**src/rtl/life_pkg.sv**
```systemverilog
// Shared constants for the Game of Life engine: grid defaults, neighbour-count
// width, default seed pattern and the cell-to-seed-bit mapping.
// Optional macro LIFE_TORUS_EN (used by life_matrix) selects wrap-around edges.
package life_pkg;

   localparam int ROWS_DEF = 8;
   localparam int COLS_DEF = 8;
   localparam int NCNT_W   = 4;

   // Glider at (0,1),(1,2),(2,0),(2,1),(2,2)
   localparam logic [63:0] DEFAULT_SEED = 64'h0000_0000_0007_0402;

   // Bit position in SEED holding the reset state of cell [r][c]
   function automatic int seed_idx(input int r, input int c, input int cols);
      return r * cols + c;
   endfunction

endpackage

```
**src/rtl/life_cell.sv**
```systemverilog
// One Game of Life cell: counts live neighbours and applies survive/birth rule.
// Latency: new state registered one clock after the neighbour states it used.
// No backpressure; the cell updates on every rising edge.
module life_cell
   import life_pkg::*;
(
   input  logic       clk,
   input  logic       _rst,
   input  logic       seed_bit,
   input  logic [7:0] nbr,
   output logic       state
);

   logic [NCNT_W-1:0] n_cnt;
   logic              state_d;
   logic              state_q;

   // Popcount of the eight neighbours and the next-generation rule
   always_comb begin
      n_cnt = '0;
      for (int i = 0; i < 8; i++) begin
         n_cnt = n_cnt + {{(NCNT_W-1){1'b0}}, nbr[i]};
      end
      state_d = (n_cnt == NCNT_W'(3)) || (state_q && (n_cnt == NCNT_W'(2)));
   end

   // Cell register; reset reloads the seed bit regardless of current state
   always_ff @(posedge clk) begin
      if (!_rst) begin
         state_q <= seed_bit;
      end else begin
         state_q <= state_d;
      end
   end

   assign state = state_q;

endmodule

```
**src/rtl/life_matrix.sv**
```systemverilog
// ROWS x COLS Game of Life array; advances one generation per clock out of reset.
// Latency: one cycle per generation; grid comes straight from the cell registers.
// No backpressure. Macro LIFE_TORUS_EN wraps edges; otherwise off-grid cells are dead.
module life_matrix
   import life_pkg::*;
#(
   parameter int                    ROWS = ROWS_DEF,
   parameter int                    COLS = COLS_DEF,
   parameter logic [ROWS*COLS-1:0]  SEED = (ROWS*COLS)'(DEFAULT_SEED)
)(
   input  logic                         clk,
   input  logic                         _rst,
   output logic [0:ROWS-1][0:COLS-1]    grid
);

   logic [0:ROWS-1][0:COLS-1] cell_st;

   assign grid = cell_st;

   for (genvar R = 0; R < ROWS; R++) begin : g_row
      for (genvar C = 0; C < COLS; C++) begin : g_col
         logic [7:0] nbr;

         // Offsets k = 0..8 cover the 3x3 window; k == 4 is the cell itself
         for (genvar K = 0; K < 9; K++) begin : g_nbr
            localparam int DR   = K / 3 - 1;
            localparam int DC   = K % 3 - 1;
            localparam int SLOT = (K < 4) ? K : K - 1;
            if (K != 4) begin : g_used
`ifdef LIFE_TORUS_EN
               localparam int NR = (R + DR + ROWS) % ROWS;
               localparam int NC = (C + DC + COLS) % COLS;
               assign nbr[SLOT] = cell_st[NR][NC];
`else
               if ((R + DR < 0) || (R + DR >= ROWS) ||
                   (C + DC < 0) || (C + DC >= COLS)) begin : g_edge
                  assign nbr[SLOT] = 1'b0;
               end else begin : g_in
                  assign nbr[SLOT] = cell_st[R+DR][C+DC];
               end
`endif
            end
         end

         life_cell u_cell (
            .clk      (clk),
            ._rst     (_rst),
            .seed_bit (SEED[seed_idx(R, C, COLS)]),
            .nbr      (nbr),
            .state    (cell_st[R][C])
         );
      end
   end

endmodule

```
**config.mk**
```make
export PLATFORM = sky130hd
export DESIGN_NAME = life_matrix
export DESIGN_NICKNAME = d
export VERILOG_FILES = /design/src/rtl/life_pkg.sv /design/src/rtl/life_cell.sv /design/src/rtl/life_matrix.sv
export SDC_FILE = /design/constraint.sdc
export NUM_CORES = 1
export LEC_CHECK = 0
export BUFFER_PORTS_ARGS = -buffer_cell sky130_fd_sc_hd__buf_2
export CAP_MARGIN = 20
export CORE_ASPECT_RATIO = 0.9
export CORE_MARGIN = 4
export CORE_UTILIZATION = 30
export DETAILED_ROUTE_END_ITERATION = 12
export MAX_ROUTING_LAYER = met4
export SYNTH_ARGS = -nofsm -noshare
export SYNTH_HDL_FRONTEND = slang
export SYNTH_HIERARCHICAL = 1
export SYNTH_SLANG_ARGS = --single-unit
```
**constraint.sdc**
```tcl
create_clock -name clk -period 3.59 [get_ports clk]
set_input_delay 0.359 -clock clk [delete_from_list [all_inputs] [get_ports clk]]
set_output_delay 0.359 -clock clk [all_outputs]
set_load 0.005 [all_outputs]
```
---- Yosys cells after proc, flatten, opt, wreduce, memory -nomap -nowiden ----
Index checks and enable logic that the tools add are counted.
word-level totals
  flip-flop bits (word level) ............. 64
  input port bits ......................... 2
  logic and storage cells ................. 669
operators by class
  $add $sub $neg .......................... 349
  equality and inequality tests ........... 128
  reductions and logical operators ........ 128
operator list
  kind                  number
  $add A4 B1 Y4         292
  $eq A4 B2 Y1 const B  128
  $add A1 B1 Y2         57
  $logic_and A1 B1 Y1   64
  $logic_or A1 B1 Y1    64

---- Longest topological paths before layout ----
Gate-level depths: netlist (run 1).
  depth in word-level cells ............... 10
  mapped depth ............................ 10
  mapped depth without buffers ............ 10

---- Cells and area by module ----
Netlist (run 1), hierarchy kept.
modules (own cells, without submodules)
  module                                    instances  cells each  area an instance (um2)  seq. area each (um2)
  life_cell (g_row[0].g_col[0].u_cell ...)  45         27          221.5                   20.0
  life_cell (g_row[4].g_col[0].u_cell ...)  19         25          229.0                   20.0
  life_matrix                               1          2           7.5                     0.0

---- Worst setup path after synthesis (run 1) ----
OpenSTA, ideal clock, no wires.
  path kind ............................... register to register
  start ................................... reg g_row[3].g_col[4].u_cell.state_q
  end ..................................... reg g_row[4].g_col[5].u_cell.state_q
  arrival time ............................ 3013 ps
  required time ........................... 3515 ps
  setup slack ............................. 502 ps
  cell stages (with the launch flop) ...... 11
  path through ............................ dfxtp_1 -> inv_1 -> fa_1 -> fa_1 -> fa_1 -> inv_1 -> ha_1 -> fa_1 -> o211ai_1 -> a21o_1 -> o22ai_1
on the way
  cells in the longest elaborated chain, start to end .. 10
RTL lines
  what                             RTL line         RTL
  from (decl)                      life_cell.sv:16  logic state_q;
  from (signal assigned)           life_cell.sv:30  state_q <= seed_bit;
  from (signal assigned)           life_cell.sv:32  state_q <= state_d;
  $add A1 B1 Y2 (*)                life_cell.sv:22  n_cnt = n_cnt + {{(NCNT_W-1){1'b0}}, nbr[i]};
  $add A4 B1 Y4 (*) (6 in series)  life_cell.sv:22
  $eq A4 B2 Y1                     life_cell.sv:24  state_d = (n_cnt == NCNT_W'(3)) || (state_q && (n_cnt == NCNT_W'(2)));
  $logic_and A1 B1 Y1              life_cell.sv:24
  $logic_or A1 B1 Y1 (*)           life_cell.sv:24
  to (signal assigned)             life_cell.sv:30
  to (signal assigned)             life_cell.sv:32
  to (decl)                        life_cell.sv:16
Every way passes the cells marked *; elsewhere a longest branch is shown, timed or not.
A chain may end at the register's enable or synchronous reset.

---- Worst setup path after layout (run 1) ----
  start ................................... reg g_row[2].g_col[3].u_cell.state_q
  end ..................................... reg g_row[3].g_col[3].u_cell.state_q
on the way
  cells in the longest elaborated chain, start to end .. 10
RTL lines
  what                             RTL line
  from (decl)                      life_cell.sv:16
  from (signal assigned)           life_cell.sv:30
  from (signal assigned)           life_cell.sv:32
  $add A1 B1 Y2 (*)                life_cell.sv:22
  $add A4 B1 Y4 (*) (6 in series)  life_cell.sv:22
  $eq A4 B2 Y1                     life_cell.sv:24
  $logic_and A1 B1 Y1              life_cell.sv:24
  $logic_or A1 B1 Y1 (*)           life_cell.sv:24
  to (signal assigned)             life_cell.sv:30
  to (signal assigned)             life_cell.sv:32
  to (decl)                        life_cell.sv:16
Marked as above.

==> results of run 1 <==
## cell type report
cell class              count  share of cell area (%)
clock buffers              13                    1.56
inverters                 839                    18.9
repair buffers            113                    4.20
multi-input cells         943                    62.8
flip-flops and latches     64                    7.68
well taps                 616                    4.62
clock inverters             3                   0.240
## metal layers
layer / vias up / global-route usage, % / part of all wire (%)
met5: - / - / 0
li1: 5310 / - / -
met1: 5079 / 14.8 / 45
met2: 75 / 21.4 / 51
met3: 30 / 2.20 / 2.5
met4: 0 / 2.84 / 1.7
## worst max-delay path, delay by kind of cell (launching register included)
| family | cells | cell delay (ns) |
|---|---|---|
| compound gates | 3 | 0.39 |
| flops | 1 | 0.38 |
| buf+inv | 3 | 0.32 |
| fa+ha+maj | 5 | 2.13 |
## metrics by stage
stage	hold slack, ns	worst slack [ns]
floorplan	0.463	0.502
global placement	0.646	0.328
global route	0.652	0.0998
finish	0.635	0.288
CTS	0.621	0.264
detailed placement	0.686	0.293
## cell families after synthesis
logic type | count (synthesis) | synth area share (%)
AOI/OAI and AO/OA | 256 | 14.0
buffers and inverters | 839 | 22.0
other | 2 | 0.0524
DFF | 64 | 8.94
and+or+nand+nor | 83 | 2.51
adders and majority gates | 448 | 52.6
## cell usage after synthesis
| cell type | n |
|---|---|
| o21ai_0 | 19 |
| conb_1 | 2 |
| dfxtp_1 | 64 |
| inv_1 | 839 |
| nand2b_1 | 19 |
| o22ai_1 | 45 |
| fa_1 | 256 |
| a31oi_1 | 45 |
| ha_1 | 192 |
| o211ai_1 | 64 |
| a2bb2oi_2 | 19 |
| a21o_1 | 45 |
| nand2_1 | 64 |
| a211oi_2 | 19 |
## worst paths after layout
path                                                        startpoint                                      to  cells past startpoint
worst min-delay path                                              _rst  g_row[5].g_col[7].u_cell/state$_DFF_P_                      3
worst max-delay path            g_row[2].g_col[3].u_cell/state$_DFF_P_  g_row[3].g_col[3].u_cell/state$_DFF_P_                     11
worst max register to register  g_row[2].g_col[3].u_cell/state$_DFF_P_  g_row[3].g_col[3].u_cell/state$_DFF_P_                     11
worst min register to register  g_row[4].g_col[0].u_cell/state$_DFF_P_  g_row[4].g_col[0].u_cell/state$_DFF_P_                      2
==> metrics, run 1 <==
Area Growth Syn to Fin=16.4%; Reg clk slew, reported paths=approximately 0.07 ns; CP max FO=7; synth top area cells=fa_1 (36%), inv_1 (22%), ha_1 (17%); min cycle time layout=roughly 3.3 ns; Hold Path Class=in -> reg; RSZ-0062 raised after global routing=false; Final Hold Vio Count=0; CTS root buf=clkbuf_16; n_diodes=0; max-slew headroom at the worst pin=between 50% and 60%; startpoint types=flop; Avg WL per Cell=about 11 um; Remaining DRCs=0; Detailed Routing Iterations Pass 1=4; period utilization=about nine tenths; total CTS buffers=9; status=finished, final reports clean; Die Wd=~240 um; Core Footprint=46900 um2; post-CTS resize count=0; Non-Filler Instances=roughly 2600; I/O Buffers=65; slowest CP cell=fa_1; commonest non-fill, non-tap cell in the layout=inv_1; iteration-0 DRC count of the detailed router=about 250; commonest non-fill, non-tap cells in the layout=inv_1 (839), fa_1 (256), ha_1 (192); via density per instance=4.05; Syn Area/Cell=around 8.5 um2; pins over their slew limit=0; critical path type=reg -> reg; Fmax achieved=about 0.30 GHz; max reg flops=64; Crit path required time=a little under 4 ns; Distinct cells, synth=14; Reg area=between 1000 and 1500 um2; CTS tree=yes; Critical Path, Cell by Cell=buf_4, inv_1, fa_1, fa_1, fa_1, inv_1, ha_1, fa_1, o211ai_1, a21o_1, o22ai_1; finished layout cell area=~17000 um2; crit-path max cell delay=between 0.5 and 0.6 ns; final core utilization=between 30 and 40%; CTS HTree Levels=3; fill count=4958; Max-Cap Viols=0; multi-input logic area=10500 um2; post-CTS setup buffers=0; Max Clock Skew=approximately 0.0064 ns; io pins=between 60 and 70; Final HPWL DP=23.2 mm; GP Congestion=roughly 0.78; Arr. time, crit path=~3.6 ns; placed cells=2575; vias=between 10000 and 15000; drt total wl=approximately 28 mm; Die Outline Area=a little over 50000 um2; cell mode on critical path=fa_1; DP Area=16400 um2; largest area contributor in the netlist=fa_1; post-synthesis sequential area ratio=under 10%; Clock Tree Buf Depth=2; Setup violations, final=0; cell area after synthesis=around 14000 um2; share of the synthesized area in the top cell type=a little over a third; clock tree sinks=64; vias in the first global route=11300; R2R Setup Slk=~0.29 ns; share of cells above drive strength 1=under 10%; global-route wire length before repair=just over 50 mm; Final nets=2420; Syn Inst Count=1692; remaining antenna violation count=0; Worst-Skew Late Latency=between 0.3 and 0.4 ns; chip height=215 um; largest net degree at the start of global routing=91; total gr overflow=0; row count=75; Setup crit end kind=flop; Slew @ Worst Pin=0.651 ns; initial antenna violation count=0; cts hold-fix bufs=0; Initial Utilization=a little under a third; GRT Overall Usage=between 10 and 15%; Total Neg Setup Slack=0 ns; Synth Register Bits=64; Ys Warns=6
Power of run 1 is left out: the tool's default activity adds up to more than one toggle a clock period on the data nets, which glitch-free logic cannot reach.
==> run 2: changes to the inputs <==
--- a/config.mk
+++ b/config.mk
@@ -10,9 +10,9 @@
 export CORE_ASPECT_RATIO = 0.9
 export CORE_MARGIN = 4
 export CORE_UTILIZATION = 30
+export CTS_CLUSTER_SIZE = 12
 export DETAILED_ROUTE_END_ITERATION = 12
 export MAX_ROUTING_LAYER = met4
 export SYNTH_ARGS = -nofsm -noshare
 export SYNTH_HDL_FRONTEND = slang
-export SYNTH_HIERARCHICAL = 1
 export SYNTH_SLANG_ARGS = --single-unit
==> metrics, run 2 <==
status=finished, final reports clean; pins over their slew limit=0; synth top area cells=fa_1 (36%), ha_1 (19%), inv_1 (12%); Non-Filler Instances=1566; Psw=about 1.7 mW; Critical Path, Cell by Cell=inv_1, fa_1, fa_1, inv_1, fa_1, inv_1, fa_1, a211oi_1, mux2i_1, nor4_4; crit-path max cell delay=just over 0.6 ns; drt total wl=20.0 mm; Setup crit end kind=flop; Syn Inst Count=roughly 1100; Clk pwr share=a little over a fifth; remaining antenna violation count=0; r2r startpoint=g_row[3].g_col[4].u_cell.state$_SDFF_PN0_; Core Footprint=35200 um2; hold path cells=2; Max Clock Skew=0.00653 ns; max-slew headroom at the worst pin=between 40% and 50%; static leakage=5.90 nW; Fmax achieved=about 0.31 GHz; reg2reg end=g_row[4].g_col[3].u_cell.state$_SDFF_PN0_; RSZ-0062 raised after global routing=false; startpoint types=flop; CTS tree=yes; Area Growth Syn to Fin=6.34%; fill count=between 3000 and 4000; share of cells above drive strength 1=approximately 11%; Total Neg Setup Slack=0 ns; commonest non-fill, non-tap cells in the layout=inv_1 (342), fa_1 (196), ha_1 (161); finished layout cell area=11500 um2; total CTS buffers=9; dpl ws=between 0.3 and 0.4 ns; Clock Tree Buf Depth=2; Cell Int Power=approximately 2.2 mW; Final nets=1452; iteration-0 DRC count of the detailed router=156; vias in the first global route=roughly 7300; I/O Buffers=65; overall power=around 3.9 mW; FFs w/ async S/R, synth=0%; commonest non-fill, non-tap cell in the layout=inv_1; Hold Path Class=reg -> reg; CTS root buf=clkbuf_16; CTS HTree Levels=3; vias=6562; Die Outline Area=a little under 40000 um2; top_reg_cell synth=dfxtp_1; Setup violations, final=0; Commonest cells post-synth=inv_1 (342), fa_1 (196), ha_1 (161); Final HPWL DP=approximately 17 mm; Endpoint, Worst Hold=g_row[0].g_col[0].u_cell.state$_SDFF_PN0_; Buffers & Inverters on Critical Path=3; initial antenna violation count=0; share of the synthesized area in the top cell type=approximately 36%; number of flops mapped to enable cells by yosys=0; row count=65; Pwr Density=344 nW/um2; min cycle time layout=between 3 and 4 ns; R2R Setup Slk=between 0.3 and 0.4 ns; Remaining DRCs=0; Min Hold Slack=~0.53 ns; FF-to-FF path depth=10; post-synthesis sequential area ratio=between 10% and 20%; syn_nets=~1400; Avg WL per Cell=12.8 um; GP Congestion=around 0.75; Slew @ Worst Pin=about 0.80 ns; Syn Area/Cell=~10 um2; DP Area=around 11000 um2; total gr overflow=0; GRT Overall Usage=about an eighth; n_diodes=0; worst setup margin=between 0.3 and 0.4 ns; Detailed Routing Iterations Pass 1=4; global-route wire length before repair=36.6 mm; Synth Register Bits=between 60 and 70; period utilization=~90%; combinational fraction of design power=55.8%; chip height=~190 um; max reg flops=64; Worst-Skew Late Latency=around 0.36 ns; Ys Warns=0; Die Wd=between 200 and 250 um; slowest CP cell=fa_1; Sw Share=between 40% and 50%; Crit path required time=just under 4 ns; final core utilization=32.5%; placed cells=approximately 1600; cell area after synthesis=10800 um2; post-CTS setup buffers=0; critical path type=reg -> reg; Initial Utilization=slightly above 30%; sequential power share=a little under a quarter; Arr. time, crit path=3.51 ns; largest net degree at the start of global routing=38; Final Hold Vio Count=0; cell mode on critical path=fa_1; via density per instance=around 4.2; delay-heaviest family, CP=adder cells; Distinct cells, synth=28; CP max FO=7; Reg clk slew, reported paths=approximately 0.060 ns; clock tree sinks=64; HP Start=g_row[0].g_col[0].u_cell.state$_SDFF_PN0_; largest area contributor in the netlist=fa_1; Max-Cap Viols=0; io pins=66; worst vdd ir=between 200 and 300 uV; post-CTS resize count=0; top-count cell post-synth=inv_1; cts hold-fix bufs=0
run 2: cell count changes in the layout (fill, tap and decap cells not counted), sizes merged, moves of 34 or more:
cell | before | now
inv | 839 | 343
buf | 113 | 73
conb | 156 | 0
a21o | 45 | 0
fa | 256 | 196
nand2 | 64 | 30
o22ai | 45 | 1
nor2 | 0 | 71
o211ai | 64 | 5
run 2: how the worst max path moves through the flow:
stage	start	end	slack (ns)	cells after the start
floorplan	g_row[4].g_col[1].u_cell.state$_SDFF_PN0_	g_row[5].g_col[1].u_cell.state$_SDFF_PN0_	0.62	9
global placement	g_row[3].g_col[4].u_cell.state$_SDFF_PN0_	g_row[4].g_col[3].u_cell.state$_SDFF_PN0_	0.36	8
detailed placement	g_row[3].g_col[4].u_cell.state$_SDFF_PN0_	g_row[4].g_col[3].u_cell.state$_SDFF_PN0_	0.33	10
CTS	g_row[3].g_col[4].u_cell.state$_SDFF_PN0_	g_row[4].g_col[3].u_cell.state$_SDFF_PN0_	0.32	10
global route	g_row[5].g_col[5].u_cell.state$_SDFF_PN0_	g_row[5].g_col[4].u_cell.state$_SDFF_PN0_	0.12	10
finish	g_row[3].g_col[4].u_cell.state$_SDFF_PN0_	g_row[4].g_col[3].u_cell.state$_SDFF_PN0_	0.35	10
run 2: power groups by stage:
stage | Clock, mW | Combinational [mW] | Sequential (mW)
after floorplan | 0 | 1.84 | 0.894
after global routing | 0.895 | 2.66 | 0.928
after CTS | 0.878 | 2.26 | 0.913
after global placement | 0 | 2.13 | 0.928
after detailed placement | 0 | 2.24 | 0.929
final | 0.836 | 2.20 | 0.905
run 2: cell type report:
type	instances	area [um2]	area share [%]
clock inverter	5	25.0	0.218
clock buffer	10	229	2.00
sequential	64	1280	11.2
inverter	343	1290	11.3
tap	469	587	5.12
multi-input combinational	602	7660	66.8
timing repair buffer	73	385	3.36
run 2: cells by family after synthesis:
group | synth area share (%)
buffers and inverters | 17.0
and+or+nand+nor | 10.3
DFF | 11.9
AOI/OAI and AO/OA | 4.03
muxes | 1.67
adders and majority gates | 55.1
run 2: worst min-delay path, delay by kind of cell (launching register included):
kind / cells / cell delay [ns]
DFF: 1 / 0.34
buffers and inverters: 1 / 0.06
AOI/OAI and AO/OA: 1 / 0.08
run 2: routing by layer:
layer | GRT usage [%] | routed length [um] | vias to the layer above
met3 | 2.56 | 582 | 20
li1 | - | - | 3243
met1 | 15.6 | 9660 | 3242
met4 | 2.27 | 212 | 0
met5 | - | 0 | -
met2 | 18.9 | 9580 | 57
Power figures use the tool's default switching activity.
==> run 3: changes to the inputs <==
--- a/config.mk
+++ b/config.mk
@@ -5,14 +5,16 @@
 export SDC_FILE = /design/constraint.sdc
 export NUM_CORES = 1
 export LEC_CHECK = 0
-export BUFFER_PORTS_ARGS = -buffer_cell sky130_fd_sc_hd__buf_2
 export CAP_MARGIN = 20
 export CORE_ASPECT_RATIO = 0.9
 export CORE_MARGIN = 4
 export CORE_UTILIZATION = 30
 export CTS_CLUSTER_SIZE = 12
 export DETAILED_ROUTE_END_ITERATION = 12
+export DONT_BUFFER_PORTS = 1
+export HOLD_SLACK_MARGIN = 0.15
 export MAX_ROUTING_LAYER = met4
+export RECOVER_POWER = 50
 export SYNTH_ARGS = -nofsm -noshare
 export SYNTH_HDL_FRONTEND = slang
 export SYNTH_SLANG_ARGS = --single-unit
==> metrics, run 3 (synthesis gave the netlist of run 2 again) <==
overall power=a little over 4 mW; Clk pwr share=24.7%; max-slew headroom at the worst pin=about 57%; dpl ws=around 0.35 ns; startpoint types=flop; Die Wd=just over 200 um; Non-Filler Instances=roughly 1500; vias=between 6000 and 7000; Final nets=1413; GP Congestion=~0.74; total CTS buffers=9; I/O Buffers=0; iteration-0 DRC count of the detailed router=around 160; Detailed Routing Iterations Pass 1=4; finished layout cell area=about 11000 um2; DP Area=roughly 11000 um2; Final Hold Vio Count=0; CTS tree=yes; combinational fraction of design power=a little over half; worst vdd ir=~320 uV; Initial Utilization=a little under a third; io pins=66; drt total wl=around 20 mm; RSZ-0062 raised after global routing=false; R2R Setup Slk=roughly 0.29 ns; Cell Int Power=~2.3 mW; placed cells=approximately 1500; critical path type=reg -> reg; Crit path required time=around 3.9 ns; n_diodes=0; status=finished, final reports clean; global-route wire length before repair=between 30 and 40 mm; pins over their slew limit=0; Psw=about 1.8 mW; max layer used=met4; CP max FO=4; final core utilization=about a third; Slew @ Worst Pin=0.638 ns; Die Outline Area=39000 um2; Final HPWL DP=between 15 and 20 mm; Setup violations, final=0; largest net degree at the start of global routing=38; Min Hold Slack=roughly 0.29 ns; post-CTS resize count=0; initial antenna violation count=0; Arr. time, crit path=around 3.6 ns; Pwr Density=between 300 and 400 nW/um2; remaining antenna violation count=0; period utilization=between 90 and 100%; Met1 Routed Length=9.78 mm; CTS HTree Levels=3; Clock Tree Buf Depth=2; Reg clk slew, reported paths=approximately 0.06 ns; Max Clock Skew=roughly 0.011 ns; Max-Cap Viols=0; static leakage=between 5 and 6 nW; clock tree sinks=64; CTS root buf=clkbuf_16; DR WL met3=roughly 980 um; Worst-Skew Late Latency=0.36 ns; commonest non-fill, non-tap cells in the layout=inv_1 (342), fa_1 (196), ha_1 (161); GRT Overall Usage=roughly an eighth; max reg flops=64; Core Footprint=around 35000 um2; chip height=approximately 190 um; Remaining DRCs=0; Setup crit end kind=flop; post-CTS setup buffers=0; Avg WL per Cell=13.4 um; met2 wire length=around 9.5 mm; vias in the first global route=around 7000; min cycle time layout=about 3.3 ns; share of cells above drive strength 1=between 5 and 6%; Total Neg Setup Slack=0 ns; Hold Path Class=in -> reg; Area Growth Syn to Fin=4.94%; total gr overflow=0; Fmax achieved=between 0.3 and 0.4 GHz; Sw Share=between 40% and 50%; sequential power share=a little over a fifth; commonest non-fill, non-tap cell in the layout=inv_1; via density per instance=approximately 4.2; worst setup margin=approximately 0.29 ns; row count=65
## run 3: changes by cell type in the layout (fill, tap and decap cells not counted), sizes merged
cell	before	now
buf	73	7
clkbuf	10	37
bufinv	0	2
clkinv	5	3
clkinvlp	0	1
## run 3: worst max-delay path, stage by stage, from the launching register on
cell and delay (ns):
dfxtp_1 0.38, clkbuf_1 0.42, ha_1 0.32, inv_1 0.07
fa_1 0.42, fa_1 0.49, inv_1 0.05, fa_1 0.38
inv_1 0.08, fa_1 0.41, a2111oi_2 0.19
## run 3: layer usage
layer | up-vias | global-route usage [%]
li1 | 3170 | -
met1 | 3137 | 15.5
met2 | 66 | 18.4
met3 | 12 | 3.23
met4 | 0 | 2.20
met5 | - | -
## run 3: area by class of cell
class,count,area (um2)
well taps,469,587
clock inverters,6,82.6
inverters,343,1290
multi-input cells,602,7660
repair buffers,34,166
flip-flops and latches,64,1280
fillers,3620,23900
clock buffers,10,239
## run 3: path summary, 6_finish.rpt
| check | start | endpoint | cells after the start |
|---|---|---|---|
| max | g_row[3].g_col[3].u_cell.state$_SDFF_PN0_ | g_row[4].g_col[4].u_cell.state$_SDFF_PN0_ | 10 |
| min | _rst | g_row[2].g_col[2].u_cell.state$_SDFF_PN1_ | 2 |
| max reg2reg | g_row[3].g_col[3].u_cell.state$_SDFF_PN0_ | g_row[4].g_col[4].u_cell.state$_SDFF_PN0_ | 10 |
| min reg2reg | g_row[3].g_col[3].u_cell.state$_SDFF_PN0_ | g_row[3].g_col[3].u_cell.state$_SDFF_PN0_ | 2 |
## run 3: power groups by stage
stage | registers [mW] | logic, mW | clock network [mW]
after floorplan | 0.894 | 1.84 | 0
after global routing | 0.888 | 2.70 | 1.08
after CTS | 0.877 | 2.31 | 1.06
after global placement | 0.892 | 2.18 | 0
final | 0.871 | 2.22 | 1.02
after detailed placement | 0.893 | 2.28 | 0
## run 3: what timing repair did
item,in CTS,in global routing
setup endpoints to repair,0,0
endpoints found under the hold margin,27,0
hold buffers,1,0
